==> src/rtl/decode_pkg.sv <==
// Shared decode definitions: instruction class encodings, control bundle,
// and instruction field offsets.
package decode_pkg;

  localparam int unsigned OPC_W  = 8;
  localparam int unsigned FLAG_W = 4;
  localparam int unsigned RD_LSB = OPC_W;

  typedef enum logic [1:0] {
    CLS_ALU_REG = 2'b00,
    CLS_ALU_IMM = 2'b01,
    CLS_LOAD    = 2'b10,
    CLS_MEM     = 2'b11
  } op_class_e;

  typedef struct packed {
    logic regwrite;
    logic memwrite;
    logic memtoreg;
    logic branch;
    logic setflags;
    logic use_imm;
  } ctrl_t;

  // Field layout from the LSB up: opcode, rd, ra, rb, use_imm, ..., imm at the top.
  function automatic int unsigned ra_lsb(input int unsigned aw);
    return OPC_W + aw;
  endfunction

  function automatic int unsigned rb_lsb(input int unsigned aw);
    return OPC_W + 2 * aw;
  endfunction

  function automatic int unsigned use_imm_bit(input int unsigned aw);
    return OPC_W + 3 * aw;
  endfunction

  function automatic int unsigned imm_lsb(input int unsigned ilen, input int unsigned immw);
    return ilen - immw;
  endfunction

  function automatic ctrl_t decode_ctrl(input logic [OPC_W-1:0] opcode, input logic instr_use_imm);
    ctrl_t c;
    c = '0;
    case (op_class_e'(opcode[1:0]))
      CLS_ALU_REG: begin
        c.regwrite = 1'b1;
        c.setflags = 1'b1;
      end
      CLS_ALU_IMM: begin
        c.regwrite = 1'b1;
        c.setflags = 1'b1;
        c.use_imm  = 1'b1;
      end
      CLS_LOAD: begin
        c.regwrite = 1'b1;
        c.memtoreg = 1'b1;
        c.use_imm  = 1'b1;
      end
      default: begin
        c.branch   = opcode[2];
        c.memwrite = ~opcode[2];
        c.use_imm  = 1'b1;
      end
    endcase
    c.use_imm = c.use_imm | instr_use_imm;
    return c;
  endfunction

endpackage

==> src/rtl/decode_stage_pipelined_regfile.sv <==
// Architectural register file: two combinational read ports with write-first
// bypass, one write port, register 0 hardwired to zero.
module decode_stage_pipelined_regfile #(
  parameter int unsigned XLEN  = 64,
  parameter int unsigned NREGS = 32,
  parameter int unsigned AW    = 5
) (
  input  logic            clk,
  input  logic            rst,
  input  logic            we,
  input  logic [AW-1:0]   waddr,
  input  logic [XLEN-1:0] wdata,
  input  logic [AW-1:0]   raddr_a,
  input  logic [AW-1:0]   raddr_b,
  output logic [XLEN-1:0] rdata_a_c,
  output logic [XLEN-1:0] rdata_b_c
);

  logic [XLEN-1:0] mem [NREGS];

  always_ff @(posedge clk) begin
    if (rst) begin
      for (int i = 0; i < int'(NREGS); i++) mem[i] <= '0;
    end else if (we && (waddr != '0)) begin
      mem[waddr] <= wdata;
    end
  end

  assign rdata_a_c = (raddr_a == '0) ? '0 :
                     (we && (waddr == raddr_a)) ? wdata : mem[raddr_a];
  assign rdata_b_c = (raddr_b == '0) ? '0 :
                     (we && (waddr == raddr_b)) ? wdata : mem[raddr_b];

endmodule

==> src/rtl/decode_stage_pipelined.sv <==
// Decode stage: field extraction, RAW scoreboard with stall, register read
// with writeback bypass, and a registered bundle toward execute.
module decode_stage_pipelined
  import decode_pkg::*;
#(
  parameter int unsigned XLEN  = 64,
  parameter int unsigned NREGS = 32,
  parameter int unsigned ILEN  = 64,
  parameter int unsigned IMMW  = 32
) (
  input  logic                     clk,
  input  logic                     rst,
  input  logic                     in_valid,
  output logic                     in_ready,
  input  logic [ILEN-1:0]          instruction,
  input  logic                     wb_regwrite,
  input  logic [$clog2(NREGS)-1:0] wb_addr,
  input  logic [XLEN-1:0]          wb_data,
  input  logic                     wb_setflags,
  input  logic [FLAG_W-1:0]        wb_flags,
  input  logic                     flush,
  output logic                     out_valid,
  input  logic                     out_ready,
  output logic [XLEN-1:0]          operand_a,
  output logic [XLEN-1:0]          operand_b,
  output logic [XLEN-1:0]          store_data,
  output logic [OPC_W-1:0]         aluop,
  output logic [$clog2(NREGS)-1:0] write_addr,
  output logic                     regwrite,
  output logic                     memwrite,
  output logic                     memtoreg,
  output logic                     branch,
  output logic                     setflags,
  output logic [FLAG_W-1:0]        flags
);

  localparam int unsigned AW      = $clog2(NREGS);
  localparam int unsigned RA_LSB  = ra_lsb(AW);
  localparam int unsigned RB_LSB  = rb_lsb(AW);
  localparam int unsigned UI_BIT  = use_imm_bit(AW);
  localparam int unsigned IMM_LSB = imm_lsb(ILEN, IMMW);

  logic [OPC_W-1:0] opcode;
  logic [AW-1:0]    rd, ra, rb;
  logic [IMMW-1:0]  imm;
  logic [XLEN-1:0]  imm_sext;
  ctrl_t            ctrl;
  logic             uses_rb;

  logic [NREGS-1:1] pend;
  logic [NREGS-1:0] pend_full, clr_vec, set_vec, busy, pend_nxt_full;
  logic             hazard, accept;
  logic [XLEN-1:0]  rdata_a, rdata_b;
  logic             unused_bits;

  assign opcode   = instruction[OPC_W-1:0];
  assign rd       = instruction[RD_LSB +: AW];
  assign ra       = instruction[RA_LSB +: AW];
  assign rb       = instruction[RB_LSB +: AW];
  assign imm      = instruction[IMM_LSB +: IMMW];
  assign imm_sext = {{(XLEN-IMMW){imm[IMMW-1]}}, imm};
  assign ctrl     = decode_ctrl(opcode, instruction[UI_BIT]);
  // Stores always need rb for store_data even though operand_b is the immediate.
  assign uses_rb  = ~ctrl.use_imm | ctrl.memwrite;

  // A writeback landing this cycle releases its register, so it no longer blocks.
  assign pend_full     = {pend, 1'b0};
  assign clr_vec       = wb_regwrite ? (NREGS'(1) << wb_addr) : '0;
  assign busy          = pend_full & ~clr_vec;
  assign hazard        = busy[ra] | (uses_rb & busy[rb]);
  assign in_ready      = ~rst & ~flush & ~hazard & (~out_valid | out_ready);
  assign accept        = in_valid & in_ready;
  assign set_vec       = (accept && ctrl.regwrite && (rd != '0)) ? (NREGS'(1) << rd) : '0;
  assign pend_nxt_full = busy | set_vec;
  assign unused_bits   = ^{instruction, pend_nxt_full[0]};

  decode_stage_pipelined_regfile #(
    .XLEN  (XLEN),
    .NREGS (NREGS),
    .AW    (AW)
  ) u_regfile (
    .clk       (clk),
    .rst       (rst),
    .we        (wb_regwrite),
    .waddr     (wb_addr),
    .wdata     (wb_data),
    .raddr_a   (ra),
    .raddr_b   (rb),
    .rdata_a_c (rdata_a),
    .rdata_b_c (rdata_b)
  );

  always_ff @(posedge clk) begin
    if (rst || flush) pend <= '0;
    else              pend <= pend_nxt_full[NREGS-1:1];
  end

  always_ff @(posedge clk) begin
    if (rst)              flags <= '0;
    else if (wb_setflags) flags <= wb_flags;
  end

  // Output bundle: loads on accept, holds while execute back-pressures.
  always_ff @(posedge clk) begin
    if (rst) begin
      out_valid  <= 1'b0;
      operand_a  <= '0;
      operand_b  <= '0;
      store_data <= '0;
      aluop      <= '0;
      write_addr <= '0;
      regwrite   <= 1'b0;
      memwrite   <= 1'b0;
      memtoreg   <= 1'b0;
      branch     <= 1'b0;
      setflags   <= 1'b0;
    end else if (flush) begin
      out_valid <= 1'b0;
    end else if (accept) begin
      out_valid  <= 1'b1;
      operand_a  <= rdata_a;
      operand_b  <= ctrl.use_imm ? imm_sext : rdata_b;
      store_data <= rdata_b;
      aluop      <= opcode;
      write_addr <= rd;
      regwrite   <= ctrl.regwrite;
      memwrite   <= ctrl.memwrite;
      memtoreg   <= ctrl.memtoreg;
      branch     <= ctrl.branch;
      setflags   <= ctrl.setflags;
    end else if (out_ready) begin
      out_valid <= 1'b0;
    end
  end

endmodule

==> config.mk <==
export PLATFORM = sky130hd
export DESIGN_NAME = decode_stage_pipelined
export DESIGN_NICKNAME = d
export VERILOG_FILES = /design/src/rtl/decode_pkg.sv /design/src/rtl/decode_stage_pipelined_regfile.sv /design/src/rtl/decode_stage_pipelined.sv
export SDC_FILE = /design/constraint.sdc
export NUM_CORES = 2
export LEC_CHECK = 0
export BUFFER_PORTS_ARGS = -buffer_cell sky130_fd_sc_hd__buf_2
export CAP_MARGIN = 20
export CORE_MARGIN = 2
export CORE_UTILIZATION = 35
export CTS_CLUSTER_SIZE = 14
export DETAILED_ROUTE_END_ITERATION = 12
export GPL_ROUTABILITY_DRIVEN = 0
export GPL_TIMING_DRIVEN = 1
export HOLD_SLACK_MARGIN = 0.1
export PLACE_DENSITY = 0.59
export REMOVE_ABC_BUFFERS = 1
export SLEW_MARGIN = 20
export SYNTH_ARGS = -nofsm -noshare
export SYNTH_HDL_FRONTEND = slang
export SYNTH_HIERARCHICAL = 1
export SYNTH_SLANG_ARGS = --single-unit
==> constraint.sdc <==
create_clock -name clk -period 3.95 [get_ports clk]
set_clock_uncertainty 0.1 [all_clocks]
set_input_delay 0.5925 -clock clk [delete_from_list [all_inputs] [get_ports clk]]
set_output_delay 0.5925 -clock clk [all_outputs]
set_load 0.03 [all_outputs]
Yosys cells after proc, flatten, opt, wreduce, memory -nomap -nowiden
Memories as Yosys holds them, arrays and structs flattened.
Cells that the tools add are included.
{ "totals": {"register_bits": 246, "latchBits": 0, "ramBits": 2048, "romBits": 0, "output_inout_bits": 216, "elab_cells": 84, "n_memories": 1} }
{ "classes": {"add_sub_neg": 0, "mul": 0, "div": 0, "order_cmp": 2, "n_eq_ne": 4, "n_shift": 2, "muxes": 27, "bitwise": 18, "n_reduce_logical": 17} }
{ "memory_table": {"columns": ["name", "depth", "width", "rd", "rd_ports_with_merged_regs", "write_ports", "line_no", "source"], "rows": [
  ["u_regfile.mem", 32, 64, 2, 0, 32, "decode_stage_pipelined_regfile.sv:19", "logic [XLEN-1:0] mem [NREGS];"]
]} }
{ "op_table": {"columns": ["cell", "n"], "rows": [
  ["2-to-1 mux 64 bit", 6],
  ["2-to-1 mux 32 bit", 2],
  ["OR reduction 64 bit", 1],
  ["left shift 1 x 5 -> 32 bit (first input constant)", 2],
  ["bitwise AND 32 bit", 1],
  ["NOT 32 bit", 1],
  ["bitwise OR 32 bit", 1],
  ["2-to-1 mux 1 bit", 16],
  ["< comparator 5 x 6 -> 1 bit (second input constant)", 2],
  ["binary-select mux 1 bit (select 5 bit)", 2],
  ["== test 5 bit", 2],
  ["zero test 5 bit", 2],
  ["nonzero test 5 bit", 2],
  ["NOT 1 bit", 6],
  ["bitwise AND 1 bit", 5],
  ["logical AND 1 bit", 5],
  ["2-to-1 mux 5 bit", 1],
  ["bitwise OR 1 bit", 4],
  ["OR reduction 2 bit", 2],
  ["OR reduction 3 bit", 1],
  ["== test 2 x 1 -> 1 bit (second input constant)", 1],
  ["== test 2 bit (second input constant)", 1],
  ["zero test 2 bit", 1],
  ["AND reduction 2 bit", 1],
  ["other kinds (2)", 2]
]} }

Depth between registers and ports, before layout
{ "depth": {"depth_word": 16, "mapped_depth": 11, "ltp_nobuf": 7} }

Hierarchy
The synthesis kept the hierarchy.
{ "by_module_without_submodules": {"columns": ["mod", "n_inst", "cells_each", "area_each_um2"], "rows": [
  ["decode_stage_pipelined_regfile", 1, 6952, 108053.6],
  ["decode_stage_pipelined", 1, 1056, 11059.4]
]} }

Least setup slack after synthesis
OpenSTA, ideal clock, no wires.
{ "synth_timing": {"kind": "input to output", "start": "input port wb_addr[2]", "end": "output port in_ready", "arrival_time_ns": 2.385, "t_required_ns": 3.257, "setup_slack_ns": 0.872, "cell_stages": 7, "cell_sequence": "buf_2 -> or4b_1 -> o21ai_2 -> mux2_1 -> a211oi_1 -> a311oi_1 -> and4_1"} }
{ "synth_between": {"elab_chain_cells": 11, "word_cells_on_any_way": 13, "classes_between": "shift (1); mux (5); bitwise (7)"} }
{ "synth_rtl": {"columns": ["item", "line_no", "source"], "rows": [
  ["from (decl)", "decode_stage_pipelined.sv:17", "input logic [$clog2(NREGS)-1:0] wb_addr,"],
  ["left shift 1 x 5 -> 32 bit (*)", "decode_stage_pipelined.sv:68", "assign clr_vec = wb_regwrite ? (NREGS'(1) << wb_addr) : '0;"],
  ["2-to-1 mux 32 bit (*)", "decode_stage_pipelined.sv:68", null],
  ["NOT 32 bit (*)", "decode_stage_pipelined.sv:69", "assign busy = pend_full & ~clr_vec;"],
  ["bitwise AND 32 bit (*)", "decode_stage_pipelined.sv:69", null],
  ["binary-select mux 1 bit (select 5 bit)", "decode_stage_pipelined.sv:70", "assign hazard = busy[ra] | (uses_rb & busy[rb]);"],
  ["2-to-1 mux 1 bit (not written as such)", "decode_stage_pipelined.sv:70", null],
  ["bitwise AND 1 bit", "decode_stage_pipelined.sv:70", null],
  ["bitwise OR 1 bit (*)", "decode_stage_pipelined.sv:70", null],
  ["NOT 1 bit (*)", "decode_stage_pipelined.sv:71", "assign in_ready = ~rst & ~flush & ~hazard & (~out_valid | out_ready);"],
  ["bitwise AND 1 bit (*) (2 in a row)", "decode_stage_pipelined.sv:71", null],
  ["to (decl)", "decode_stage_pipelined.sv:14", "output logic in_ready,"]
]} }
Mark *: on every way between the ends. The rest lies on a longest branch, timed or not. The select of a mux whose other input is x is not followed.

Worst setup path after layout
{ "layout_timing": {"start": "input port wb_addr[4]", "end": "output port in_ready"} }
Same word-level chain as after synthesis.

==> flow_summary.yaml <==
status:
  outcome: "finished clean"
timing:
  hold_violations: 0
  whs_ns: 0.164
  period_needed_ns: 3.84
  slew_headroom: 0.159
  setup_viol: 0
  tightestPinTransition_ns: 1.26
  fin_ws_ns: 0.107
  rsz0062_at_grt: "no"
  drv_slew: 0
  min_period_over_period: 0.973
  fmax_mhz: 260
routing:
  wl_met1_mm: 162
  dr.max_layer_used: "met5"
  drc: 0
  met3WireLength_mm: 52.9
  num_vias: 79600
  ant_nets: 0
  drt-pass1-iter-count: 6
  wl_met2_mm: 212
  routed_via_density: 6.06
  drt_wl_total_mm: 450
  wl_per_cell_um: 34.2
  initialDrtViolationCount: 11900
placement:
  dpl_cell_area_sq_um: 129000
  detailedPlace.worstSlack_ns: 0.277
  dp_cells: 12500
  io_buffers: 351
  dp_hpwl_mm: 268
hold_path:
  hp-class: "input port to flop"
global_route:
  grt_max_degree: 136
  grt_pass1_vias: 80000
  grt_pass1_wl_mm: 623
  grt_usage: 0.254
  antenna_found_initial: 74
  grt_overflow: 0
cts:
  clock_path_buffers: 4
  clkSlewWorstSetupHoldPaths_ns: 0.06
  root_buffer: "clkbuf_16"
  htreeDepth: 5
  post_cts_buffers: 0
  cts_tree: "built"
  cts.sinks: 2294
  cts_buffers: 279
  clk_latency_ns: 0.95
floorplan:
  num_rows: 214
  die_h_um: 587
  die-area_sq_um: 345000
  initial_utilization: 0.351
  die_x_um: 587
  core_area_sq_um: 339000
  ios: 360
logic_synthesis:
  synth_area_sq_um: 119000
  yosysSeqAreaShare: 0.558
  ys_types: 76
  synth-main-ff-cell: "edfxtp_1"
  synth.area.top_cells: "edfxtp_1, mux4_2, and2_1, dfxtp_1, mux2i_1"
  ys_seq_elements: 2294
  synth_enable_flop_cells: 2048
  avgSynthCellArea_sq_um: 14.9
  synth_top_area_cell: "edfxtp_1"
  yosysMostFrequentCell: "edfxtp_1"
  synth_warnings: 6
  async_flop_share: 0
  yosys.area.top_type_share: 0.516
  synth_common_cells: "edfxtp_1, and2_1, mux4_2"
  synthCells: 8008
critical_path:
  required_ns: 3.26
  startpoint_type: "input port"
  cp_data_arrival_time_ns: 3.15
  worstSetupEndpointType: "primary output"
  r2r_slack_ns: 1.00
  criticalPathCategory: "input port to primary output"
  crit_fanout: 10
power_and_ir_drop:
  vdd.ir_drop.worst_uv: 346
  pwr_density_cell_nw_per_um2: 444
  power.share.combinational: 0.126
  p_int_uw: 45500
  sequentialPowerShare: 0.461
  netSwitchingPower_uw: 16000
  clkPwrFrac: 0.413
  p_leak_uw: 0.0491
  switching_share: 0.261
layout:
  fin_cells: 13100
  drive_gt1_frac: 0.277
  nets: 8490
  nFillCells: 30800
  area_growth_pct: 16.3
  utilization: 0.408
  finalInstanceArea_sq_um: 139000
job:
  cap_violations: 0
path summary, 6_finish.rpt:
kind	startpoint	end	cells after the start
worst max-delay path	wb_addr[4]	in_ready	9
worst min register to register	operand_b[49]$_SDFFE_PP0P_	operand_b[49]$_SDFFE_PP0P_	2
worst max register to register	pend[27]$_SDFF_PP0_	store_data[48]$_SDFFE_PP0P_	8
worst min-delay path	wb_data[29]	u_regfile/mem[2][29]$_SDFFCE_PN0P_	2
power by group through the flow:
stage                     Combinational, uW  Clock, uW  Sequential, uW
final                                  7750      25400           28400
after global routing                   8000      26600           28500
after CTS                              7690      25700           28400
after detailed placement               7620          0           28900
after global placement                 7560          0           28700
after floorplan                        3520          0           29000
per-stage QoR:
stage | TNS, ns | total power, uW
final | 0 | 61500
after global routing | 0 | 63200
after CTS | 0 | 61800
after detailed placement | 0 | 36500
after global placement | 0 | 36300
after floorplan | -1676.18 | 32500
sequential cells by signal (all words and copies together) (netlist names):
| name | count |
|---|---|
| regwrite | 1 |
| setflags | 1 |
| branch | 1 |
| pend | 31 |
| store_data | 64 |
| out_valid | 1 |
| memtoreg | 1 |
| flags | 4 |
| u_regfile/mem | 2048 |
| memwrite | 1 |
| operand_b | 64 |
| aluop | 8 |
| operand_a | 64 |
| write_addr | 5 |
kinds of logic (layout without fill, tap and decap cells):
logic type,after synthesis,after routing,synth area share
simple gates,2636,2636,0.135
flops,2294,2294,0.558
mux,1458,1458,0.231
buf+inv,883,1378,0.0325
compound gates,726,726,0.0434
xor+xnor,10,10,0.000735
other cells,1,100,0.0000315
per-layer routing:
layer | vias to the layer above | GRT usage
li1 | 31500 | -
met1 | 41100 | 0.323
met2 | 5712 | 0.412
met3 | 1249 | 0.0602
met4 | 28 | 0.116
met5 | - | 0.00164
worst max-delay path, stage by stage:
cell           delay [ns]
buf_2                0.18
dlygate4sd3_1        0.68
o31ai_2              0.36
nor2_1               0.08
a2111oi_1            0.38
a2bb2oi_1            0.26
buf_4                0.16
and4_1               0.23
buf_2                0.21
placed cells by master, fill, tap and decap left out, types with 35 or more instances in the layout:
cell / instances
a211oi_1: 60
a21oi_1: 83
a22o_1: 117
a22oi_1: 107
and2_1: 1986
buf_12: 170
buf_2: 342
buf_4: 291
clkbuf_1: 72
clkbuf_16: 284
clkinv_1: 53
clkinv_2: 36
conb_1: 64
dfxtp_1: 246
diode_2: 36
dlygate4sd3_1: 57
edfxtp_1: 2048
mux2_1: 82
mux2_2: 72
mux2i_1: 287
mux4_2: 1017
nand2_1: 103
nand2b_1: 95
nand3_1: 57
nor2_1: 35
nor2b_1: 150
nor3_1: 35
nor4_1: 37
o22ai_1: 218
layout make-up:
type                            instances  area, sq um  share of cell area
Antenna cell                           36         90.1            0.000650
Clock buffer                          360         7430              0.0536
Clock inverter                        141         1380             0.00993
Inverter                               10         37.5            0.000271
Multi-Input combinational cell       4894        49500               0.358
Sequential cell                      2294        66400               0.479
Tap cell                             4536         5680              0.0410
Timing Repair Buffer                  867         7970              0.0576
what timing repair did:
action	4_1_cts	5_1_grt
endpoints found under the hold margin	80	0
hold buffers	57	0
gates resized for setup	0	2
endpoints found under the setup margin	0	1
No activity file was read; power rests on OpenSTA's default activity.
